$ cat config.mk
export PLATFORM = sky130hd
export DESIGN_NAME = nonrestoring_divider
export DESIGN_NICKNAME = d
export VERILOG_FILES = /design/src/rtl/alu_pkg.sv /design/src/rtl/sign_mag_conv.sv /design/src/rtl/nonrestoring_divider.sv
export SDC_FILE = /design/constraint.sdc
export NUM_CORES = 1
export LEC_CHECK = 0
export CAP_MARGIN = 15
export CORE_MARGIN = 2
export CORE_UTILIZATION = 50
export DETAILED_ROUTE_END_ITERATION = 7
export DONT_BUFFER_PORTS = 1
export SYNTH_ARGS = -nofsm -noshare
export SYNTH_HDL_FRONTEND = slang
export SYNTH_HIERARCHICAL = 1
export SYNTH_SLANG_ARGS = --single-unit
$ cat constraint.sdc
create_clock -name clk -period 5.12 [get_ports clk]
set_input_delay 0.256 -clock clk [delete_from_list [all_inputs] [get_ports clk]]
set_output_delay 0.256 -clock clk [all_outputs]
set_load 0.02 [all_outputs]
$ cat src/rtl/alu_pkg.sv
// Shared types and constants for the divider.
// FSM state encoding and default datapath width.
package alu_pkg;

  localparam int DIV_W = 8;

  typedef enum logic [1:0] {
    IDLE = 2'd0,
    EXEC = 2'd1,
    FIX  = 2'd2,
    DONE = 2'd3
  } state_t;

endpackage

$ cat src/rtl/sign_mag_conv.sv
// Two's-complement negate-on-demand helper.
// Turns signed into magnitude and magnitude into signed.
module sign_mag_conv #(
  parameter int W = 8
) (
  input  logic [W-1:0] value,
  input  logic         negate,
  output logic [W-1:0] result
);

  // negate when asked, otherwise pass through
  always_comb begin
    result = value;
    if (negate) result = (~value) + 1'b1;
  end

endmodule

$ cat src/rtl/nonrestoring_divider.sv
// Multi-cycle signed non-restoring divider, one quotient bit per cycle.
// Define DIV_ZERO_CHECK_EN to short-cut and flag division by zero.
module nonrestoring_divider
  import alu_pkg::*;
#(
  parameter int W = DIV_W
) (
  input  logic         clk,
  input  logic         rst_n,
  input  logic         start,
  input  logic [W-1:0] dividend,
  input  logic [W-1:0] divisor,
  output logic         busy,
  output logic         ready,
  output logic [W-1:0] quotient,
  output logic [W-1:0] remainder,
  output logic         dbz
);

  localparam int CW = $clog2(W + 1);

`ifdef DIV_ZERO_CHECK_EN
  localparam bit ZCHK = 1'b1;
`else
  localparam bit ZCHK = 1'b0;
`endif

  state_t        state;
  logic [CW-1:0] cnt;
  logic [W:0]    r_q;
  logic [W-1:0]  q_q;
  logic [W-1:0]  d_q;
  logic          sa;
  logic          sb;
  logic          dz;

  logic [W-1:0]  a_mag;
  logic [W-1:0]  b_mag;
  logic          zdiv;
  logic [W:0]    r_shift;
  logic [W:0]    r_nxt;
  logic [W:0]    r_fix;
  logic [W-1:0]  rmag;
  logic [W-1:0]  q_sgn;
  logic [W-1:0]  r_sgn;
  logic [W-1:0]  q_out;

  sign_mag_conv #(.W(W)) u_a (
    .value  (dividend),
    .negate (dividend[W-1]),
    .result (a_mag)
  );

  sign_mag_conv #(.W(W)) u_b (
    .value  (divisor),
    .negate (divisor[W-1]),
    .result (b_mag)
  );

  sign_mag_conv #(.W(W)) u_q (
    .value  (q_q),
    .negate (sa ^ sb),
    .result (q_sgn)
  );

  sign_mag_conv #(.W(W)) u_r (
    .value  (rmag),
    .negate (sa),
    .result (r_sgn)
  );

  // iteration step and final remainder correction
  always_comb begin
    zdiv    = ZCHK && (divisor == '0);
    r_shift = {r_q[W-1:0], q_q[W-1]};
    r_nxt   = r_q[W] ? r_shift + {1'b0, d_q}
                     : r_shift - {1'b0, d_q};
    r_fix   = r_q[W] ? r_q + {1'b0, d_q} : r_q;
    rmag    = dz ? q_q : r_fix[W-1:0];
    q_out   = dz ? '1 : q_sgn;
  end

  // control FSM with registered status and results
  always_ff @(posedge clk or negedge rst_n) begin
    if (!rst_n) begin
      state     <= IDLE;
      cnt       <= '0;
      r_q       <= '0;
      q_q       <= '0;
      d_q       <= '0;
      sa        <= 1'b0;
      sb        <= 1'b0;
      dz        <= 1'b0;
      busy      <= 1'b0;
      ready     <= 1'b0;
      quotient  <= '0;
      remainder <= '0;
      dbz       <= 1'b0;
    end else begin
      unique case (state)
        IDLE: begin
          if (start) begin
            sa    <= dividend[W-1];
            sb    <= divisor[W-1];
            q_q   <= a_mag;
            d_q   <= b_mag;
            r_q   <= '0;
            cnt   <= CW'(W);
            dz    <= zdiv;
            busy  <= 1'b1;
            state <= zdiv ? FIX : EXEC;
          end
        end
        EXEC: begin
          r_q <= r_nxt;
          q_q <= {q_q[W-2:0], ~r_nxt[W]};
          cnt <= cnt - 1'b1;
          if (cnt == CW'(1)) state <= FIX;
        end
        FIX: begin
          quotient  <= q_out;
          remainder <= r_sgn;
          dbz       <= dz;
          busy      <= 1'b0;
          ready     <= 1'b1;
          state     <= DONE;
        end
        DONE: begin
          if (!start) begin
            ready <= 1'b0;
            state <= IDLE;
          end
        end
        default: state <= IDLE;
      endcase
    end
  end

endmodule

==> results of run 1 <==
==> critical path, delay by kind of cell (launching register included) <==
family	cells	cell delay, ns
mux	2	0.55
fa+ha+maj	2	0.65
simple gates	3	0.64
flops	1	0.46
compound gates	2	0.30
buf+inv	1	0.07
xor+xnor	2	0.15
==> stage by stage <==
step | instances | utilization | setup WS (ns) | hold slack [ns] | instance area (um2)
after floorplan | 375 | - | 2.366 | -0.03959 | 3747
after global placement | 458 | 0.5216 | 2.252 | -0.03807 | 3784
after detailed placement | 458 | 0.5216 | 2.200 | -0.03853 | 3784
after CTS | 468 | 0.5423 | 2.175 | 0.05308 | 3934
after global routing | 468 | 0.5423 | 1.969 | 0.05685 | 3934
final | 468 | 0.5423 | 2.180 | 0.06628 | 3934
==> cell type report <==
class	instances	share of cell area
timing repair buffer	2	0.009542
inverter	20	0.01908
clock inverter	3	0.01113
sequential	51	0.3244
tap	99	0.03149
clock buffer	5	0.01749
multi-input combinational	288	0.5868
==> sequential cells by signal, indices dropped and copies added, names as in the netlist, 2 cells and up <==
| name | flops |
|---|---|
| q_q | 8 |
| quotient | 8 |
| state | 2 |
| d_q | 8 |
| r_q | 9 |
| cnt | 4 |
| remainder | 8 |
==> final timing paths <==
kind,to,cells past startpoint
max,remainder[7]$_DFFE_PN0P_,12
min,ready$_DFFE_PN0P_,2
max reg2reg,remainder[7]$_DFFE_PN0P_,12
min reg2reg,cnt[1]$_DFFE_PN0P_,2
max in group asynchronous,d_q[6]$_DFFE_PN0P_,2
min in group asynchronous,remainder[0]$_DFFE_PN0P_,2
==> routing by layer <==
| metal | vias to the layer above | wire length [um] | global-route usage |
|---|---|---|---|
| met5 | - | 0 | 0 |
| met4 | 0 | 57 | 0.04231 |
| met3 | 4 | 228 | 0.03589 |
| met2 | 41 | 3229 | 0.2942 |
| met1 | 1201 | 3447 | 0.2547 |
| li1 | 1283 | - | - |
==> cells by family after synthesis <==
group / share of synthesized area
flip-flops: 0.3406
adder cells (fa/ha/maj): 0.09750
XOR/XNOR: 0.09816
AND/OR/NAND/NOR: 0.1319
multiplexers: 0.1175
buffers and inverters: 0.04340
other: 0.001001
AO/OA/AOI/OAI: 0.1699
==> cells in the final DEF (no fill, tap or decap), types with 2 or more instances in the layout <==
master / netlist / routed
a21oi_1: 15 / 15
a22o_1: 5 / 5
a31oi_1: 2 / 2
a32o_1: 2 / 2
clkbuf_8: 0 / 5
dfrtp_1: 51 / 51
fa_1: 2 / 2
ha_1: 26 / 26
inv_1: 20 / 20
mux2_2: 32 / 32
mux2i_1: 8 / 8
nand2_1: 32 / 32
nand2b_1: 15 / 15
nand3_1: 3 / 3
nor2_1: 18 / 18
nor2b_1: 5 / 5
nor3_1: 5 / 5
o21a_1: 2 / 2
o21ai_0: 34 / 34
o21ai_1: 5 / 5
o31ai_2: 4 / 4
o31ai_4: 4 / 4
or3_4: 8 / 8
xnor2_1: 29 / 29
xor2_1: 13 / 13
==> repair_timing <==
item | in CTS | in global routing
buffers inserted | 0 | 0
hold buffers | 2 | 0
setup endpoints to repair | 0 | 0
endpoints found under the hold margin | 51 | 0
==> metrics, run 1 <==
critical path's largest stage delay 0.46 ns; clock tree from TritonCTS done; library cells used by synthesis 46; area leader, netlist dfrtp_1; die span in y 90.57 um; GRT Overall Usage 0.1828; Skew-Pair Late Insertion Delay 0.30 ns; Total Neg Setup Slack 0 ns; DR WL/cell 14.88 um; worst hold path type input pin to flip-flop; first-pass GRT wire length 12.25 mm; drt drc 0; H-tree depth 2; status complete, no violations; die width 90.57 um; clk sinks 51; CP startpoint r_q[0]$_DFFE_PN0P_; Avg Cell Area, Syn 9.993 um2; skew final 0.01013 ns; Post-synth top cells dfrtp_1, o21ai_0, mux2_2, nand2_1, xnor2_1; IO Pins 38; cells along the critical path ha_1 > inv_1 > fa_1 > nor2b_1 > o21ai_0 > nand2b_1 > xor2_1 > mux2_2 > or3_4 > o31ai_4 > xnor2_1 > mux2_2; Critical Path Most Common Cell mux2_2; vias per cell about 5.4; nature of the critical path endpoint flip-flop; Die ar. 8203 um2; minimum clock period 2.940 ns; Worst Path Max Fanout 5; #FFs+latches synth 51; final net count 415; Register Area 1276 um2; HP Start start; PostCTS Resize Cnt 0; n_diodes 0; Mapped Cells ~380; TritonCTS Buffers 5; relative slew slack 0.3017; final WL approximately 7.0 mm; clock-pin slew on the worst setup and hold paths 0.10 ns; share of the synthesized area in the top cell type 0.3406; Critical Path RT 5.31 ns; Synth Cell Area 3747 um2; Clock Tree Buf Depth 2; Worst Max-Slew Pin Slew ~1.0 ns; syn nets ~420; Reg2Reg Setup Slack roughly 2.2 ns; final count of hold timing violations 0; Starting Density 0.5166; drt first pass iters 4; fmax 340.1 MHz; FP Rows 31; register area share after synthesis 0.3406; slowest CP cell dfrtp_1; largest net degree at the start of global routing 52; reg-to-reg startpoint r_q[0]$_DFFE_PN0P_; critical path type flip-flop to flip-flop; count leader, synth dfrtp_1; RSZ-0062 raised after global routing no; EDFF count, synth 0; Arrival @ worst endpoint ~3.1 ns; antenna viol nets, final 0; Slew Viols, Final 0; via count 2529; Final GP Congestion 0.8688; fillcell total 688; clk root buf clkbuf_8; initial antenna violation count 0; Synth Flop Type dfrtp_1; core area 7253 um2; ys async rst share 1.000; Setup crit start kind flip-flop; Max-Cap Viols 0; area delta synth->final 4.975%; Final period util 0.5743; vias in the first global route 2522; largest cells by area after synthesis dfrtp_1, mux2_2, ha_1; drt initial violations 90; multi-input logic area 2308 um2; Synth warnings 6; share of post-route cells with drive strength above 1 0.1734; I/O Buffers 0; Post-DP HPWL 5.345 mm; total congestion overflow 0; setup violators final 0
Power of run 1 is left out: the tool's default activity adds up to more than one toggle a clock period on the data nets, which glitch-free logic cannot reach.
==> run 2, diff against run 1 <==
Clock period 5.12 ns to 2.98 ns, I/O delays scaled along.
==> run 2 against run 1 <==
Non-clock buffer count is 13 higher. Global-route usage grew 1.0 points. Worst setup slack got worse by 2.0 ns. Sequential share of layout area fell by 0.75 points. Register-to-register slack lost 2.0 ns. Critical path type unchanged. Die area is the same. Design area increased by 2.4%. First-iteration DRC count increased by 34%. Clock skew up 0.0032 ns. Critical endpoint unchanged. Worst hold slack worse by 0.023 ns. Via count increased by 2.8%.
==> metrics, run 2 (synthesis results as in run 1) <==
nature of the critical path endpoint flip-flop; Slew Viols, Final 0 (unchanged); Reg2Reg Setup Slack 0.16 ns (-2.02 ns); worst hold path type input pin to flip-flop; vias in the first global route 2722 (+7.9%); FP Rows 31 (unchanged); DR WL/cell 15.24 um (+2.4%); Worst Hold End busy$_DFFE_PN0P_; RSZ-0062 raised after global routing no; area delta synth->final 7.446%; final WL 7.331 mm (+5.3%); Register Area 1276 um2 (unchanged); reg-to-reg startpoint r_q[0]$_DFFE_PN0P_; number of instances in the placed design 466 (+1.7%); vias per cell 5.405 (about the same); Final period util 0.9475 (+0.3732); Setup crit start kind flip-flop; most common cell after layout, fill and taps aside dfrtp_1; Starting Density 0.5166 (unchanged); clock-pin slew on the worst setup and hold paths 0.10 ns (about the same); Final GP Congestion 0.9130 (+5.1%); most frequent cells in the layout dfrtp_1, o21ai_0, mux2_2, nand2_1, xnor2_1; clock tree from TritonCTS done; drt drc 0 (unchanged); GRT Overall Usage 0.1932 (+0.01042); Arrival @ worst endpoint 3.01 ns (-0.12 ns); non-filler cells, final 481 (+2.8%); drt first pass iters 4 (unchanged); max reg flops 9 (unchanged); setup violators final 0 (unchanged); Total Neg Setup Slack 0 ns (unchanged); clk root buf clkbuf_8; Reg2Reg Depth 12 (unchanged); status complete, no violations; Die ar. 8203 um2 (unchanged); IO Pins 38 (unchanged); first-pass GRT wire length 12.88 mm (+5.1%); CP startpoint r_q[0]$_DFFE_PN0P_; die span in y 90.57 um (unchanged); H-tree depth 2 (unchanged); Worst Hold Depth 2 (unchanged); R2R Path End remainder[7]$_DFFE_PN0P_; final net count 428 (+3.1%); Skew-Pair Late Insertion Delay 0.31 ns (about the same); post-route cell area 4026 um2 (+2.4%); Critical Path RT 3.17 ns (-2.14 ns); I/O Buffers 0 (unchanged); largest net degree at the start of global routing 52 (unchanged); HP Start start; antenna viol nets, final 0 (unchanged); fmax 354.2 MHz (+4.1%); final count of hold timing violations 0 (unchanged); Post-DP HPWL 5.661 mm (+5.9%); dpl cell area 3844 um2 (+1.6%); drt initial violations 121 (+34%); TritonCTS Buffers 5 (unchanged); share of post-route cells with drive strength above 1 0.1911 (+0.01766); clk sinks 51 (unchanged); relative slew slack 0.4426 (+0.1410); multi-input logic area 2321 um2 (+0.54%); Worst Path Max Fanout 3 (-2); minimum clock period 2.824 ns (-0.1169 ns); Clock Tree Buf Depth 2 (unchanged); Max-Cap Viols 0 (unchanged); skew final 0.01332 ns (+0.003191 ns); fillcell total 668 (-2.9%); Worst Max-Slew Pin Slew 0.8359 ns (-0.2115 ns); total congestion overflow 0 (unchanged); die width 90.57 um (unchanged); Most flops, register r_q; critical path type flip-flop to flip-flop; initial antenna violation count 0 (unchanged); n_diodes 0 (unchanged); core area 7253 um2 (unchanged); via count 2600 (+2.8%)
## run 2: cell count changes in the layout (fill, tap and decap cells not counted)
| cell | change |
|---|---|
| ha_1 | -1 |
| clkinvlp_4 | +1 |
| clkinv_4 | -1 |
| buf_4 | +9 |
| bufinv_16 | -1 |
| ha_4 | +1 |
| clkbuf_1 | +1 |
| dlygate4sd3_1 | +4 |
## run 2: worst max-delay path by stage
stage                                     to  cells past startpoint
floorplan           remainder[7]$_DFFE_PN0P_                     12
global placement    remainder[7]$_DFFE_PN0P_                     11
detailed placement  remainder[7]$_DFFE_PN0P_                     12
CTS                 remainder[7]$_DFFE_PN0P_                     12
global route        remainder[7]$_DFFE_PN0P_                     11
finish              remainder[7]$_DFFE_PN0P_                     12
## run 2: per-layer routing
metal | global-route usage | share of wire
met3 | 0.03506 | 0.055
met2 | 0.3172 | 0.46
met5 | 0 | 0
met1 | 0.2698 | 0.48
met4 | 0.03462 | 0.0060
## run 2: per-stage QoR
stage / setup WS (ns) / util / hold slack, ns
2_1_floorplan: 0.2262 / - / -0.1466
3_3_place_gp: 0.2088 / 0.5299 / -0.1451
3_5_place_dp: 0.1596 / 0.5299 / -0.1452
4_1_cts: 0.1063 / 0.5524 / 0.04219
5_1_grt: 0.006961 / 0.5551 / 0.05349
6_report: 0.1564 / 0.5551 / 0.04373
## run 2: worst max-delay path, cell delays in order (launching register included)
cell and delay [ns]:
dfrtp_1 0.41, ha_4 0.17, inv_1 0.05, fa_1 0.41, nor2b_1 0.12, o21ai_0 0.08, nand2b_1 0.11, xor2_1 0.07
mux2_2 0.30, or3_4 0.41, o31ai_4 0.23, xnor2_1 0.09, mux2_2 0.26
## run 2: final cells by class
type	count	share of cell area
sequential	51	0.3170
clock buffer	6	0.01802
tap	99	0.03076
clock inverter	2	0.003108
inverter	20	0.01865
timing repair buffer	15	0.03605
multi-input combinational	288	0.5764
## run 2: what timing repair did
item | in CTS | in global routing
resized for setup | 0 | 2
setup endpoints to repair | 0 | 2
buffers inserted | 0 | 1
hold buffers | 6 | 0
endpoints found under the hold margin | 55 | 0
Power of run 2 is left out for the same reason.
==> run 3, diff against run 2 <==
Settings changed: CTS_BUF_LIST set to sky130_fd_sc_hd__clkbuf_16.
==> run 3 against run 2 <==
Maximum frequency rose by 0.22%. Count of clock-buffer cells in the layout shrank 1. Routed wire length grew 0.74%. Register-to-register slack about the same. Worst setup slack better by 0.0063 ns. Critical path type unchanged.
==> metrics, run 3 (synthesis results as in run 1) <==
clock tree from TritonCTS done; Slew Viols, Final 0 (unchanged); Most flops, register r_q; die span in y 90.57 um (unchanged); IO Pins 38 (unchanged); Total Neg Setup Slack 0 ns (unchanged); via count 2593 (-0.27%); Reg2Reg Depth 11 (-1); Post-DP HPWL 5.661 mm (unchanged); first-pass GRT wire length 12.91 mm (+0.21%); most frequent cells in the layout dfrtp_1, o21ai_0, mux2_2, nand2_1, xnor2_1; Die ar. 8203 um2 (unchanged); I/O Buffers 0 (unchanged); Register Area 1276 um2 (unchanged); Arrival @ worst endpoint 2.99 ns (-0.02 ns); Final GP Congestion 0.9130 (unchanged); largest net degree at the start of global routing 52 (unchanged); clk sinks 51 (unchanged); multi-input logic area 2321 um2 (unchanged); Starting Density 0.5166 (unchanged); clk root buf clkbuf_16; vias per cell 5.436 (+0.57%); final WL 7.385 mm (+0.74%); Worst Max-Slew Pin Slew 0.8273 ns (-0.008638 ns); relative slew slack 0.4484 (+0.005760); FP Rows 31 (unchanged); status complete, no violations; max reg flops 9 (unchanged); critical path type flip-flop to flip-flop; most common cell after layout, fill and taps aside dfrtp_1; Clock Tree Buf Depth 2 (unchanged); minimum clock period 2.817 ns (-0.006327 ns); total congestion overflow 0 (unchanged); TritonCTS Buffers 5 (unchanged); n_diodes 0 (unchanged); drt initial violations 105 (-13%); RSZ-0062 raised after global routing no; core area 7253 um2 (unchanged); final net count 424 (-0.93%); Reg2Reg Setup Slack 0.16 ns (about the same); Final period util 0.9454 (-0.002123); vias in the first global route 2714 (-0.29%); DR WL/cell 15.48 um (+1.6%); area delta synth->final 7.947%; nature of the critical path endpoint flip-flop; fin util 0.5577 (+0.002587); drt first pass iters 4 (unchanged); Critical Path RT 3.15 ns (-0.02 ns); share of post-route cells with drive strength above 1 0.1905 (-0.0006233); Max-Cap Viols 0 (unchanged); H-tree depth 2 (unchanged); Skew-Pair Late Insertion Delay 0.29 ns (-0.02 ns); drt drc 0 (unchanged); setup violators final 0 (unchanged); final count of hold timing violations 0 (unchanged); Setup crit start kind flip-flop; die width 90.57 um (unchanged); initial antenna violation count 0 (unchanged); Worst Path Max Fanout 5 (+2); skew final 0.006755 ns (-0.006562 ns); fmax 355.0 MHz (+0.22%); postcts setup bufs 0 (unchanged); worst hold path type input pin to flip-flop; clock-pin slew on the worst setup and hold paths 0.07 ns (-0.03 ns); fillcell total 663 (-0.75%); GRT Overall Usage 0.1936 (+0.0003556); antenna viol nets, final 0 (unchanged); Worst Hold Depth 1 (-1)
==> run 3: path summary, 6_finish.rpt <==
kind / start / end
worst max register to register: r_q[1]$_DFFE_PN0P_ / remainder[7]$_DFFE_PN0P_
worst max-delay path: r_q[1]$_DFFE_PN0P_ / remainder[7]$_DFFE_PN0P_
worst min register to register: cnt[1]$_DFFE_PN0P_ / cnt[1]$_DFFE_PN0P_
max in group asynchronous: rst_n / r_q[7]$_DFFE_PN0P_
min in group asynchronous: rst_n / remainder[1]$_DFFE_PN0P_
worst min-delay path: divisor[0] / d_q[0]$_DFFE_PN0P_
==> run 3: area by class of cell <==
type,instances,area share
clock buffers,5,0.03093
clock inverters,3,0.004021
inverters,20,0.01856
multi-input cells,288,0.5738
flip-flops and latches,51,0.3155
well taps,99,0.03062
repair buffers,11,0.02660
==> run 3: routing by layer <==
metal  GRT usage  wire length [um]  vias to the layer above
li1            -                 -                     1309
met1      0.2671              3687                     1226
met2      0.3178              3362                       51
met3     0.03339               230                        7
met4     0.04487               104                        0
met5           0                 0                        -
==> run 3: metrics by stage <==
stage,cell area [um2],hold WS [ns],worst slack (ns),std cells
after floorplan,3747,-0.1466,0.2262,375
after global placement,3844,-0.1451,0.2088,466
after detailed placement,3844,-0.1452,0.1596,466
after CTS,4033,0.001074,0.1139,477
after global routing,4045,0.01065,0.005042,477
final,4045,0.005803,0.1627,477
==> run 3: worst max-delay path, cell delays in order, from the launching register on <==
cell      delay, ns
dfrtp_1        0.43
ha_1           0.34
a211oi_2       0.21
nor2_1         0.12
o21a_1         0.18
nor2_1         0.11
xnor2_1        0.07
mux2_2         0.28
or3_4          0.39
o31ai_4        0.23
xnor2_1        0.09
mux2_2         0.26
==> run 3: timing repair <==
item / in CTS / in global routing
setup endpoints to repair: 0 / 2
endpoints found under the hold margin: 52 / 0
hold buffers: 3 / 0
resized for setup: 0 / 2
Power of run 3 is left out for the same reason.
